--- src/rtl/uart_rx.sv ---
// uart_rx: 8N1 UART receiver presenting each byte on a valid/ready holding register
//   clk       : system clock, all logic on the rising edge
//   rst       : synchronous active-high reset
//   rx        : asynchronous serial line, idle high
//   rx_data   : last received byte
//   rx_valid  : rx_data holds an unconsumed byte
//   rx_ready  : consumer accepts the byte when rx_valid && rx_ready
//   frame_err : one-clock pulse, stop bit sampled low
//   overrun   : one-clock pulse, a new byte replaced an unconsumed one
//   busy      : receiver is inside a frame (state != IDLE)
module uart_rx #(
    parameter int max_clk   = 10000000,
    parameter int baud_rate = 9600,
    parameter int baud_max  = max_clk / baud_rate
) (
    input  logic       clk,
    input  logic       rst,
    input  logic       rx,
    output logic [7:0] rx_data,
    output logic       rx_valid,
    input  logic       rx_ready,
    output logic       frame_err,
    output logic       overrun,
    output logic       busy
);
    localparam logic [15:0] FULL = 16'(baud_max);
    localparam logic [15:0] HALF = 16'(baud_max / 2);
    typedef enum logic [2:0] {IDLE, START, DATA, STOP, BREAK} state_t;
    state_t      state;
    logic [15:0] cnt;
    logic [2:0]  idx;
    logic [7:0]  sh;
    logic        rx_m, rx_s;
    always_ff @(posedge clk) begin
        if (rst) begin
            state     <= IDLE;
            cnt       <= '0;
            idx       <= '0;
            sh        <= '0;
            rx_m      <= 1'b1;
            rx_s      <= 1'b1;
            rx_data   <= '0;
            rx_valid  <= 1'b0;
            frame_err <= 1'b0;
            overrun   <= 1'b0;
            busy      <= 1'b0;
        end else begin
            {rx_s, rx_m} <= {rx_m, rx};
            cnt          <= cnt + 16'd1;
            frame_err    <= 1'b0;
            overrun      <= 1'b0;
            // a delivery later in this block overrides this clear
            if (rx_valid && rx_ready) rx_valid <= 1'b0;
            case (state)
                IDLE: if (!rx_s) begin
                    state <= START;
                    cnt   <= '0;
                    busy  <= 1'b1;
                end
                // mid start bit: a line already back high was only a glitch
                START: if (cnt == HALF) begin
                    cnt   <= '0;
                    idx   <= '0;
                    state <= rx_s ? IDLE : DATA;
                    busy  <= !rx_s;
                end
                DATA: if (cnt == FULL) begin
                    cnt   <= '0;
                    sh    <= {rx_s, sh[7:1]};
                    idx   <= idx + 3'd1;
                    state <= (idx == 3'd7) ? STOP : DATA;
                end
                STOP: if (cnt == FULL) begin
                    cnt       <= '0;
                    state     <= rx_s ? IDLE : BREAK;
                    busy      <= !rx_s;
                    frame_err <= !rx_s;
                    if (rx_s) begin
                        rx_data  <= sh;
                        rx_valid <= 1'b1;
                        overrun  <= rx_valid && !rx_ready;
                    end
                end
                // hold off until the line idles so a stuck-low rx cannot retrigger
                BREAK: if (rx_s) begin
                    state <= IDLE;
                    cnt   <= '0;
                    busy  <= 1'b0;
                end
                default: state <= IDLE;
            endcase
        end
    end
endmodule

--- config.mk ---
export PLATFORM = sky130hd
export DESIGN_NAME = uart_rx
export DESIGN_NICKNAME = d
export VERILOG_FILES = /design/src/rtl/uart_rx.sv
export SDC_FILE = /design/constraint.sdc
export NUM_CORES = 1
export LEC_CHECK = 0
export BUFFER_PORTS_ARGS = -buffer_cell sky130_fd_sc_hd__buf_2
export CAP_MARGIN = 20
export CORE_MARGIN = 2
export CORE_UTILIZATION = 55
export CTS_CLUSTER_SIZE = 20
export DETAILED_ROUTE_END_ITERATION = 16
export GPL_TIMING_DRIVEN = 0
export PLACE_DENSITY = 0.74
export SYNTH_ARGS = -nofsm -noshare
export SYNTH_HDL_FRONTEND = slang
export SYNTH_SLANG_ARGS = --single-unit
--- constraint.sdc ---
create_clock -name clk -period 4.1 [get_ports clk]
set_clock_uncertainty 0.15 [all_clocks]
set_input_delay 0.82 -clock clk [delete_from_list [all_inputs] [get_ports clk]]
set_output_delay 0.82 -clock clk [all_outputs]
set_load 0.02 [all_outputs]
# Yosys cells after proc, flatten, opt, wreduce, memory -nomap -nowiden
# Index checks and enable logic that the tools add are counted.
# totals
register_bits	44
mem_count	0
romBits	0
ramBits	0
inputBits	4
latch_bits	0
# op_classes
n_mul	0
mux	26
bitwise	3
addsub	2
reduce_logical	15
eq_ne	12
shift	0
div_mod_pow	0
magnitude_cmp	0
# op_table
operator	count
$mux W16	4
$pmux W16 S4	1
$mux W3	8
$add A16 B1 Y16 const B	1
$eq A16 B10 Y1 const B	1
$eq A16 B11 Y1 const B	1
$pmux W3 S5	1
$ne A2 B2 Y1 const B	5
$reduce_and A5 Y1	2
$mux W1	9
$eq A3 B2 Y1 const B	2
$eq A3 B3 Y1 const B	2
$pmux W3 S2	1
$reduce_and A3 Y1	2
$pmux W1 S4	1
$reduce_bool A4 Y1	1
$reduce_or A4 Y1	1
$add A3 B1 Y3 const B	1
$eq A3 B1 Y1 const B	1
$logic_not A3 Y1	1
$not A1 Y1	3
$reduce_or A3 Y1	1
$logic_and A1 B1 Y1	2
$logic_not A1 Y1	2
other kinds (4)	4

# Logic depth before layout (Yosys ltp)
# Gate-level depths: netlist of the first run.
# depth
word_depth	5
ltp_mapped	8
depth_no_buf	7

# Least setup slack after synthesis of the first run
# Ideal clock, no wire load.
# synth_path
path_kind	register to register
from	register cnt[12]
to	register cnt[11]
setup_time_ns	0.115
path_stages_with_launch	7
setup_slack_ns	1.954
t_arrival_ns	1.882
period_less_slack_ns	2.146
path_cell_list	dfxtp_1 -> or4_4 -> nor4b_4 -> or2_2 -> a31o_2 -> buf_4 -> nor2_1
# synth_between
elab_chain_len	3
elab_cells_between_ends	5
classes_between	eq/ne: 2; mux: 3
# synth_rtl
item	line_no	source
start, declared	30	logic [15:0] cnt;
start signal, assigned	49	cnt <= cnt + 16'd1;
$eq A16 B11 Y1 or $eq A16 B10 Y1 (tied branches)	67, 73, 61	
$mux W16, on equally long branches	67, 73, 61	
$pmux W16 S4 *	54	case (state)
# Every way passes the cells marked *; elsewhere a longest branch is shown, timed or not.
# A chain may end at the register's enable or synchronous reset.

# Worst setup path after layout of the first run
# layout_path
from	register cnt[7]
to	register cnt[10]
# layout_between
elab_chain_len	3
elab_cells_between_ends	8
classes_between	add/sub: 1; eq/ne: 2; mux: 5
# layout_rtl
item	line_no
$add A16 B1 Y16 (tied with other cells)	49
$mux W16, on equally long branches	--
$pmux W16 S4 *	54
# Marked as above.

==> results of run 1 <==
-- worst reg2reg max path, cell delays in order, from the launching register on --
cell,delay [ns]
dfxtp_1,0.39
or4_4,0.58
nor4_1,0.41
o22a_1,0.28
a31o_2,0.27
buf_4,0.20
nor2_1,0.06
-- layout by cell type, fill, tap and decap left out, types with 2 or more instances in the layout --
cell      instances
nand3_1          12
and3_1            3
dfxtp_1          44
nor2_1           41
xnor2_1           6
or2_2             3
mux2i_1          16
ha_1              5
nor4_1            2
a21oi_1           7
buf_2            16
nand2b_1          6
nor4b_1           2
nand4_1           4
xor2_1            8
clkbuf_4          5
inv_1             6
or4_4             2
clkbuf_1          7
nand3b_1          2
nand2_1          12
o21ai_0           2
nor3_1            3
-- metrics by stage --
stage | hold WS, ns | instance area [um^2] | total power, mW | util | cells
final | 0.289 | 2130 | 0.878 | 0.638 | 278
after global routing | 0.302 | 2130 | 0.914 | 0.638 | 278
after CTS | 0.290 | 2130 | 0.885 | 0.638 | 278
after detailed placement | 0.259 | 2040 | 0.598 | 0.611 | 270
after global placement | 0.245 | 2040 | 0.596 | 0.611 | 270
after floorplan | 0.239 | 1910 | 0.568 | - | 209
-- power by group through the flow --
stage               Clock, mW  Sequential, mW  Combinational (mW)
global placement            0           0.467               0.130
CTS                     0.296           0.458               0.131
floorplan                   0           0.471              0.0974
finish                  0.289           0.457               0.131
detailed placement          0           0.467               0.131
global route            0.308           0.461               0.146
-- kinds of logic (layout without fill, tap and decap cells) --
logic type	Yosys count	count (layout)	synth area share
simple gates	100	100	0.273
flops	44	44	0.462
mux	16	16	0.0840
compound gates	15	15	0.0518
buf+inv	15	38	0.0322
xor+xnor	14	14	0.0643
fa+ha+maj	5	5	0.0328
-- worst max path at each step --
| stage | endpoint | slack, ns | start | cells after the start |
|---|---|---|---|---|
| 2_1_floorplan | cnt[11] | 1.95 | cnt[12] | 6 |
| 3_3_place_gp | cnt[14] | 1.67 | cnt[7] | 6 |
| 3_5_place_dp | cnt[13] | 1.66 | cnt[7] | 6 |
| 4_1_cts | cnt[10] | 1.64 | cnt[7] | 6 |
| 5_1_grt | cnt[10] | 1.51 | cnt[8] | 7 |
| 6_report | cnt[10] | 1.65 | cnt[7] | 6 |
-- cell usage after synthesis, types with 3 or more instances --
master and n:
nor2_1 41, or2_2 3, mux2i_1 16, nand4_1 4, clkbuf_1 7, inv_1 6, and3_1 3, nor3_1 3
xnor2_1 6, xor2_1 8, nand2b_1 6, nand3_1 12, dfxtp_1 44, nand2_1 12, a21oi_1 7, ha_1 5
-- registers in the layout (all words and copies together), names as in the netlist --
signal     cells
cnt           16
rx_data        8
sh             8
idx            3
state          3
busy           1
frame_err      1
overrun        1
rx_m           1
rx_s           1
rx_valid       1
-- per-layer routing --
layer	up-vias	track usage	routed length, um
met5	-	0	0
met4	0	0.100	69
met3	8	0.0324	101
met2	15	0.289	1530
met1	664	0.239	1650
li1	763	-	-
-- cell type report --
cell class	count	area (um^2)
Fill cell	293	1210
Inverter	6	22.5
Tap cell	46	57.6
Buffer	9	38.8
Sequential cell	44	881
Timing Repair Buffer	15	75.1
Clock buffer	6	51.3
Multi-Input combinational cell	150	965
Clock inverter	2	38.8
==> impl_metrics.yaml, run 1 <==
outcome:
  status: "complete, no violations"
cts:
  cts_buffer_depth: 2
  cts_resized: 0
  numCtsBuffers: 5
  root_buffer: "clkbuf_4"
  worstSkewPairLatency_ns: 0.37
  cts_tree: "built"
  clk_pin_slew_worst_paths_ns: 0.13
  h-tree-depth: 2
  hold_buffers: 0
  clkSinkCount: 44
  cts_setup_buffers: 0
timing:
  relSlewSlack: 0.593
  tns_ns: 0
  setup_slack_ns: 1.65
  post-route-period-util: 0.596
  finalHoldViolations: 0
  fin_crit_ns: 2.45
  worst_pin_slew_ns: 0.611
  setup_viol: 0
  fmax_mhz: 409
  slew_viol_final: 0
  rsz0062_at_grt: "false"
place:
  numPortBuffers: 15
  pre_cts_ws_ns: 1.66
  hpwl_um: 2400
  place.gp.congestion: 0.781
setup_path:
  path_max_fanout: 10
  crit_family: "simple AND/OR/NAND/NOR gates"
  critPathMaxStageDelay_ns: 0.58
  reg2regPathDepth: 6
  setup.worst_path.start_class: "register"
  crit_arrival_ns: 2.57
  r2r_slack_ns: 1.65
  crit_type: "register to register"
  worstPathRequired_ns: 4.22
  rr_endpoint: "cnt[10]"
  setup.worst_path.end_class: "register"
  cp_cell_sequence: "or4_4 -> nor4_1 -> o22a_1 -> a31o_2 -> buf_4 -> nor2_1"
  critPathSlowestCell: "or4_4"
  crit_buf_inv: 1
  r2r-start: "cnt[7]"
job:
  cap_violations: 0
global_routing:
  grtUsageTotal: 0.184
  grt_pass1_vias: 1301
  overflow: 0
  grt_pass1_wl_um: 5800
  grt_max_degree: 15
  grt_antenna_before_repair: 0
logic_synthesis:
  ys_types: 37
  synth-edff-count: 0
  synth_seq_cells: 44
  syn_inst: 209
  ys.flop_type: "dfxtp_1"
  syn_area_mm2: 0.00191
  synth_top_area_frac: 0.462
  syn_area_per_cell_um2: 9.12
  synthTopCellsByArea: "dfxtp_1 (46%), mux2i_1 (8.4%), nor2_1 (8.1%)"
  postSynth.asyncResetShare: 0
  ys_warn_count: 0
  yosysTopAreaCell: "dfxtp_1"
  syn_nets: 218
  ys_seq_area_frac: 0.462
power_and_ir_drop:
  p_comb_frac: 0.150
  ir_worst_vdd_uv: 302
  p_switching_mw: 0.232
  p_leak_nw: 0.932
  p_clk_frac: 0.330
  p_seq_frac: 0.521
  powerDensity_mw_per_mm2: 412
  p_sw_frac: 0.264
  p_int_mw: 0.646
floorplan:
  die_h_um: 62.9
  rows: 21
  die_w_um: 62.9
  start_util: 0.571
  core_area_mm2: 0.00334
  die_area_mm2: 0.00395
  io_pins: 16
routing:
  routedWlPerCell_um: 12.1
  drc: 0
  via_per_inst: 5.22
  final_antenna_net_count: 0
  routed_wl_um: 3350
  num_vias: 1450
  dr.pass1.iters: 4
  drtIter0Drc: 68
cells_and_area:
  final_nets: 240
  area_delta_synth_final_pct: 11.7
  insertedDiodeCount: 0
  drive_gt1_frac: 0.138
min_path:
  holdCritPathClass: "register to register"
  worstHoldStart: "rx_m"
  hold_depth: 1
  min_to: "rx_s"
Note: power is estimated with default switching activity, not from simulation.
==> inputs of run 2 (changes only) <==
Settings changed: ABC_AREA from default to 1.
Clock period 4.1 ns to 2.4 ns, I/O delays scaled along.
==> run 2 against run 1 <==
Against the previous run:
- cell count rose by 22%
- combinational power rose to 3.9 times the previous value
- fmax rose by 29%
- largest cell class unchanged
==> impl_metrics.yaml, run 2 <==
cts:
  cts_buffer_depth: 2
  clk_pin_slew_worst_paths_ns: 0.13
  clkSinkCount: 44
  hold_buffers: 0
  h-tree-depth: 2
  numCtsBuffers: 5
  cts_resized: 0
  cts_tree: "built"
  root_buffer: "clkbuf_4"
  cts_setup_buffers: 0
  worstSkewPairLatency_ns: 0.35
cells_and_area:
  nFillCells: 305
  insertedDiodeCount: 0
  mostFrequentLayoutCells: "nor2_1 (58), dfxtp_1 (44), nand2_1 (41)"
  top_register: "cnt"
  reg.largest.list: "cnt: 16 flops, rx_data: 8 flops, sh: 8 flops"
  utilization: 0.651
  final_common_cell: "nor2_1"
  largest_reg_flops: 16
  drive_gt1_frac: 0.143
  final_nets: 302
  area_delta_synth_final_pct: 11.2
floorplan:
  core_area_mm2: 0.00339
  rows: 21
  die_h_um: 64.1
  die_w_um: 64.1
  start_util: 0.585
  io_pins: 16
  die_area_mm2: 0.00410
global_routing:
  grt.met1_usage: 0.257
  grt_util_met3: 0.0370
  grt_pass1_wl_um: 6550
  grt_use_met2: 0.335
  overflow: 0
  grt_max_degree: 15
  grt_antenna_before_repair: 0
  top_usage_layer: "met2"
  grtUsageTotal: 0.199
  grt_pass1_vias: 1560
logic_synthesis:
  ys.flop_type: "dfxtp_1"
  synth_common_cells: "nor2_1 (58), dfxtp_1 (44), nand2_1 (41)"
  ys_warn_count: 0
  syn_inst: 271
  ys_types: 29
  syn_nets: 280
  syn_area_mm2: 0.00198
  ys_seq_area_frac: 0.444
  synth_most_common_cell: "nor2_1"
  synthTopCellsByArea: "dfxtp_1 (44%), nor2_1 (11%), nand2_1 (7.8%)"
  yosysTopAreaCell: "dfxtp_1"
  synth_seq_cells: 44
  synth_top_area_frac: 0.444
  postSynth.asyncResetShare: 0
  syn_area_per_cell_um2: 7.32
  synth-edff-count: 0
timing:
  relSlewSlack: 0.693
  fmax_mhz: 529
  worst_pin_slew_ns: 0.461
  finalHoldViolations: 0
  tns_ns: 0
  hold_ws_ns: 0.151
  post-route-period-util: 0.788
  fin_crit_ns: 1.89
  setup_viol: 0
  rsz0062_at_grt: "false"
  slew_viol_final: 0
power_and_ir_drop:
  powerDensity_mw_per_mm2: 843
  p_leak_nw: 0.945
  ir_worst_vdd_uv: 525
setup_path:
  path_max_fanout: 10
  setup.worst_path.end_class: "register"
  setup.worst_path.start_class: "register"
  worstPathRequired_ns: 2.50
  crit_type: "register to register"
  crit_arrival_ns: 1.99
place:
  hpwl_um: 2670
  place.gp.congestion: 0.887
  numPortBuffers: 15
routing:
  routedWlPerCell_um: 10.6
  final_antenna_net_count: 0
  dr.pass1.iters: 5
  drc: 0
  via_per_inst: 4.84
  drtIter0Drc: 94
  routed_wl_um: 3620
  num_vias: 1647
job:
  cap_violations: 0
min_path:
  holdCritPathClass: "input port to register"
outcome:
  status: "complete, no violations"
==> run 2: final timing paths <==
path | start | to | slack, ns | depth (start not counted)
hold / removal | rx | rx_m | 0.15 | 2
setup reg to reg | cnt[0] | cnt[4] | 0.51 | 11
setup / recovery | cnt[0] | cnt[4] | 0.51 | 11
hold reg to reg | rx_m | rx_s | 0.28 | 1
==> run 2: cells by family after synthesis <==
kind of cell | share of synthesized area
AO/OA/AOI/OAI | 0.116
XOR/XNOR | 0.0441
adder cells (fa/ha/maj) | 0.0315
buffers and inverters | 0.0921
flip-flops | 0.444
AND/OR/NAND/NOR | 0.272
==> run 2: stage by stage <==
stage          worst slack, ns  instances  area (um^2)  total power [mW]
4_1_cts                  0.484        340         2210              1.87
2_1_floorplan            0.739        271         1980              1.28
3_5_place_dp             0.514        332         2120              1.38
6_report                 0.509        340         2210              1.86
5_1_grt                  0.346        340         2210              2.01
3_3_place_gp             0.540        332         2120              1.37
==> run 2: layout make-up <==
class                      count  area (um^2)  share of cell area
timing repair buffer          15         75.1              0.0340
buffer                         5         28.8              0.0130
tap                           46         57.6              0.0261
sequential                    44          881               0.399
clock inverter                 2         38.8              0.0176
clock buffer                   6         51.3              0.0232
inverter                      41          154              0.0697
multi-input combinational    181          921               0.417
==> run 2: per-layer routing <==
| layer | part of all wire | wire, um |
|---|---|---|
| met4 | 0.011 | 40 |
| met3 | 0.034 | 122 |
| met2 | 0.44 | 1600 |
| met1 | 0.51 | 1860 |
| met5 | 0 | 0 |
==> run 2: report_power, final <==
group	internal, mW	switching (mW)	leakage, nW
registers	0.794	0.0618	0.356
logic	0.186	0.328	0.540
clock network	0.250	0.241	0.0484
==> run 2: critical path, cell delays in order, from the launching register on <==
cell     delay (ns)
dfxtp_1        0.42
ha_1           0.18
nand3_1        0.08
nor2_2         0.19
nand2_2        0.11
nand2_2        0.08
nand2_2        0.06
nor2_4         0.13
nand2_2        0.08
nand2_4        0.10
buf_6          0.16
nor2_1         0.04
==> inputs of run 3 (changes only) <==
Clock period 2.4 ns to 1.94 ns, I/O delays scaled along.
==> run 3 against run 2 <==
Against the previous run:
- critical path depth is the same
- cell count is the same
- hold slack worse by 0.087 ns
- combinational power rose by 20%
- global-route usage is the same
- clock power increased by 23%
- core utilization is 0.30 points higher
- worst setup slack got worse by 0.32 ns
- routed wire length is 0.61% higher
- first-iteration DRC count grew 9.6%
==> impl_metrics.yaml, run 3 (same netlist as run 2, synthesis figures left out) <==
cells_and_area:
  mostFrequentLayoutCells: "nor2_1 (57), dfxtp_1 (43), nand2_1 (41)"
  top_register: "cnt"
  final_common_cell: "nor2_1"
  final_nets: 302
  insertedDiodeCount: 0
  reg.largest.list: "cnt: 16 flops, rx_data: 8 flops, sh: 8 flops"
  area_delta_synth_final_pct: 11.7
  largest_reg_flops: 16
  drive_gt1_frac: 0.150
global_routing:
  grt_pass1_vias: 1560
  grt_antenna_before_repair: 0
  grt_max_degree: 15
  overflow: 0
  grt_pass1_wl_um: 6550
  grtUsageTotal: 0.199
timing:
  slew_viol_final: 0
  fin_crit_ns: 1.75
  post-route-period-util: 0.901
  worst_pin_slew_ns: 0.459
  relSlewSlack: 0.694
  setup_viol: 0
  rsz0062_at_grt: "false"
  finalHoldViolations: 0
  fmax_mhz: 572
  tns_ns: 0
  setup_slack_ns: 0.192
routing:
  drtIter0Drc: 103
  dr.max_layer_used: "met4"
  routed_wl_um: 3640
  drc: 0
  via_per_inst: 4.89
  dr.pass1.iters: 5
  final_antenna_net_count: 0
  wl_met1_um: 1870
  num_vias: 1664
  routedWlPerCell_um: 10.7
  met2WireLength_um: 1600
  met3WireLength_um: 135
job:
  cap_violations: 0
setup_path:
  path_max_fanout: 16
  setup.worst_path.start_class: "register"
  crit_arrival_ns: 1.84
  setup.worst_path.end_class: "register"
  crit_type: "register to register"
  critPathMaxStageDelay_ns: 0.35
  critPathSlowestCell: "dfxtp_1"
  cp_common_cell: "nand2_2"
  cp_cell_sequence: "inv_1 -> ha_1 -> nand3_1 -> nor2_4 -> nand2_2 -> nand2_2 -> nand2_2 -> nor2_4 -> nand2_2 -> nand2_4 -> nor2_1"
  worstPathRequired_ns: 2.03
  r2r_slack_ns: 0.19
power_and_ir_drop:
  ir_worst_vdd_uv: 649
  p_seq_frac: 0.465
  p_sw_frac: 0.340
  powerDensity_mw_per_mm2: 1030
  p_switching_mw: 0.778
  p_int_mw: 1.51
  p_clk_frac: 0.264
  p_comb_frac: 0.271
  p_leak_nw: 0.944
cts:
  worstSkewPairLatency_ns: 0.35
  h-tree-depth: 2
  root_buffer: "clkbuf_4"
  cts_tree: "built"
  clkSinkCount: 44
  numCtsBuffers: 5
  cts_buffer_depth: 2
  clk_pin_slew_worst_paths_ns: 0.13
floorplan:
  core_area_mm2: 0.00339
  die_area_mm2: 0.00410
  start_util: 0.585
  die_w_um: 64.1
  io_pins: 16
  rows: 21
  die_h_um: 64.1
place:
  numPortBuffers: 15
  pre_cts_ws_ns: 0.0536
  hpwl_um: 2670
  place.gp.congestion: 0.887
outcome:
  status: "complete, no violations"
min_path:
  holdCritPathClass: "input port to register"
## run 3: cell count changes in the layout (fill, tap and decap cells not counted)
cell	previous run	this run
o21ai_0	15	14
dfxtp_1	44	43
buf_4	0	1
dfxtp_2	0	1
nor2_4	2	4
o21ai_1	1	2
buf_6	1	0
nor2_2	2	1
nor2_1	58	57
## run 3: power by group through the flow
stage	sequential, mW	combinational, mW	clock (mW)
floorplan	1.07	0.514	0
global placement	1.08	0.621	0
detailed placement	1.08	0.632	0
CTS	1.06	0.639	0.622
global route	1.08	0.740	0.651
finish	1.06	0.619	0.604
## run 3: cell type report
| cell class | count | area (um^2) |
|---|---|---|
| inverters | 41 | 154 |
| clock buffers | 6 | 51.3 |
| plain buffers | 4 | 17.5 |
| fillers | 309 | 1170 |
| clock inverters | 2 | 38.8 |
| multi-input cells | 181 | 933 |
| flip-flops and latches | 44 | 882 |
| repair buffers | 16 | 82.6 |
| well taps | 46 | 57.6 |
## run 3: worst max-delay path: cells and delay by family (launching register included)
kind	cells	cell delay (ns)
buffers and inverters	1	0.07
adder cells (fa/ha/maj)	1	0.15
flip-flops	1	0.35
AND/OR/NAND/NOR	9	0.92
## run 3: metrics by stage
step / util / total power, mW / instance area (um^2) / cells / hold slack [ns]
2_1_floorplan: - / 1.59 / 1980 / 271 / 0.239
3_3_place_gp: 0.625 / 1.70 / 2120 / 332 / 0.242
3_5_place_dp: 0.625 / 1.71 / 2120 / 332 / 0.255
4_1_cts: 0.651 / 2.32 / 2210 / 340 / 0.0517
5_1_grt: 0.654 / 2.47 / 2220 / 340 / 0.0676
6_report: 0.654 / 2.29 / 2220 / 340 / 0.0633
## run 3: path summary, 6_finish.rpt
kind         startpoint  endpoint  depth (start not counted)
max              cnt[1]    cnt[5]                         11
min                  rx      rx_m                          2
max reg2reg      cnt[1]    cnt[5]                         11
min reg2reg        rx_m      rx_s                          1
## run 3: layer usage
| layer | vias up | global-route usage |
|---|---|---|
| met5 | - | 0 |
| met4 | 0 | 0.0652 |
| met3 | 4 | 0.0370 |
| met2 | 28 | 0.335 |
| met1 | 740 | 0.257 |
| li1 | 892 | - |
## run 3: timing repair
item                                    in CTS  in global routing
endpoints found under the setup margin       0                 23
hold buffers                                 0                  0
resized for setup                            0                  5
buffers inserted                             0                  1
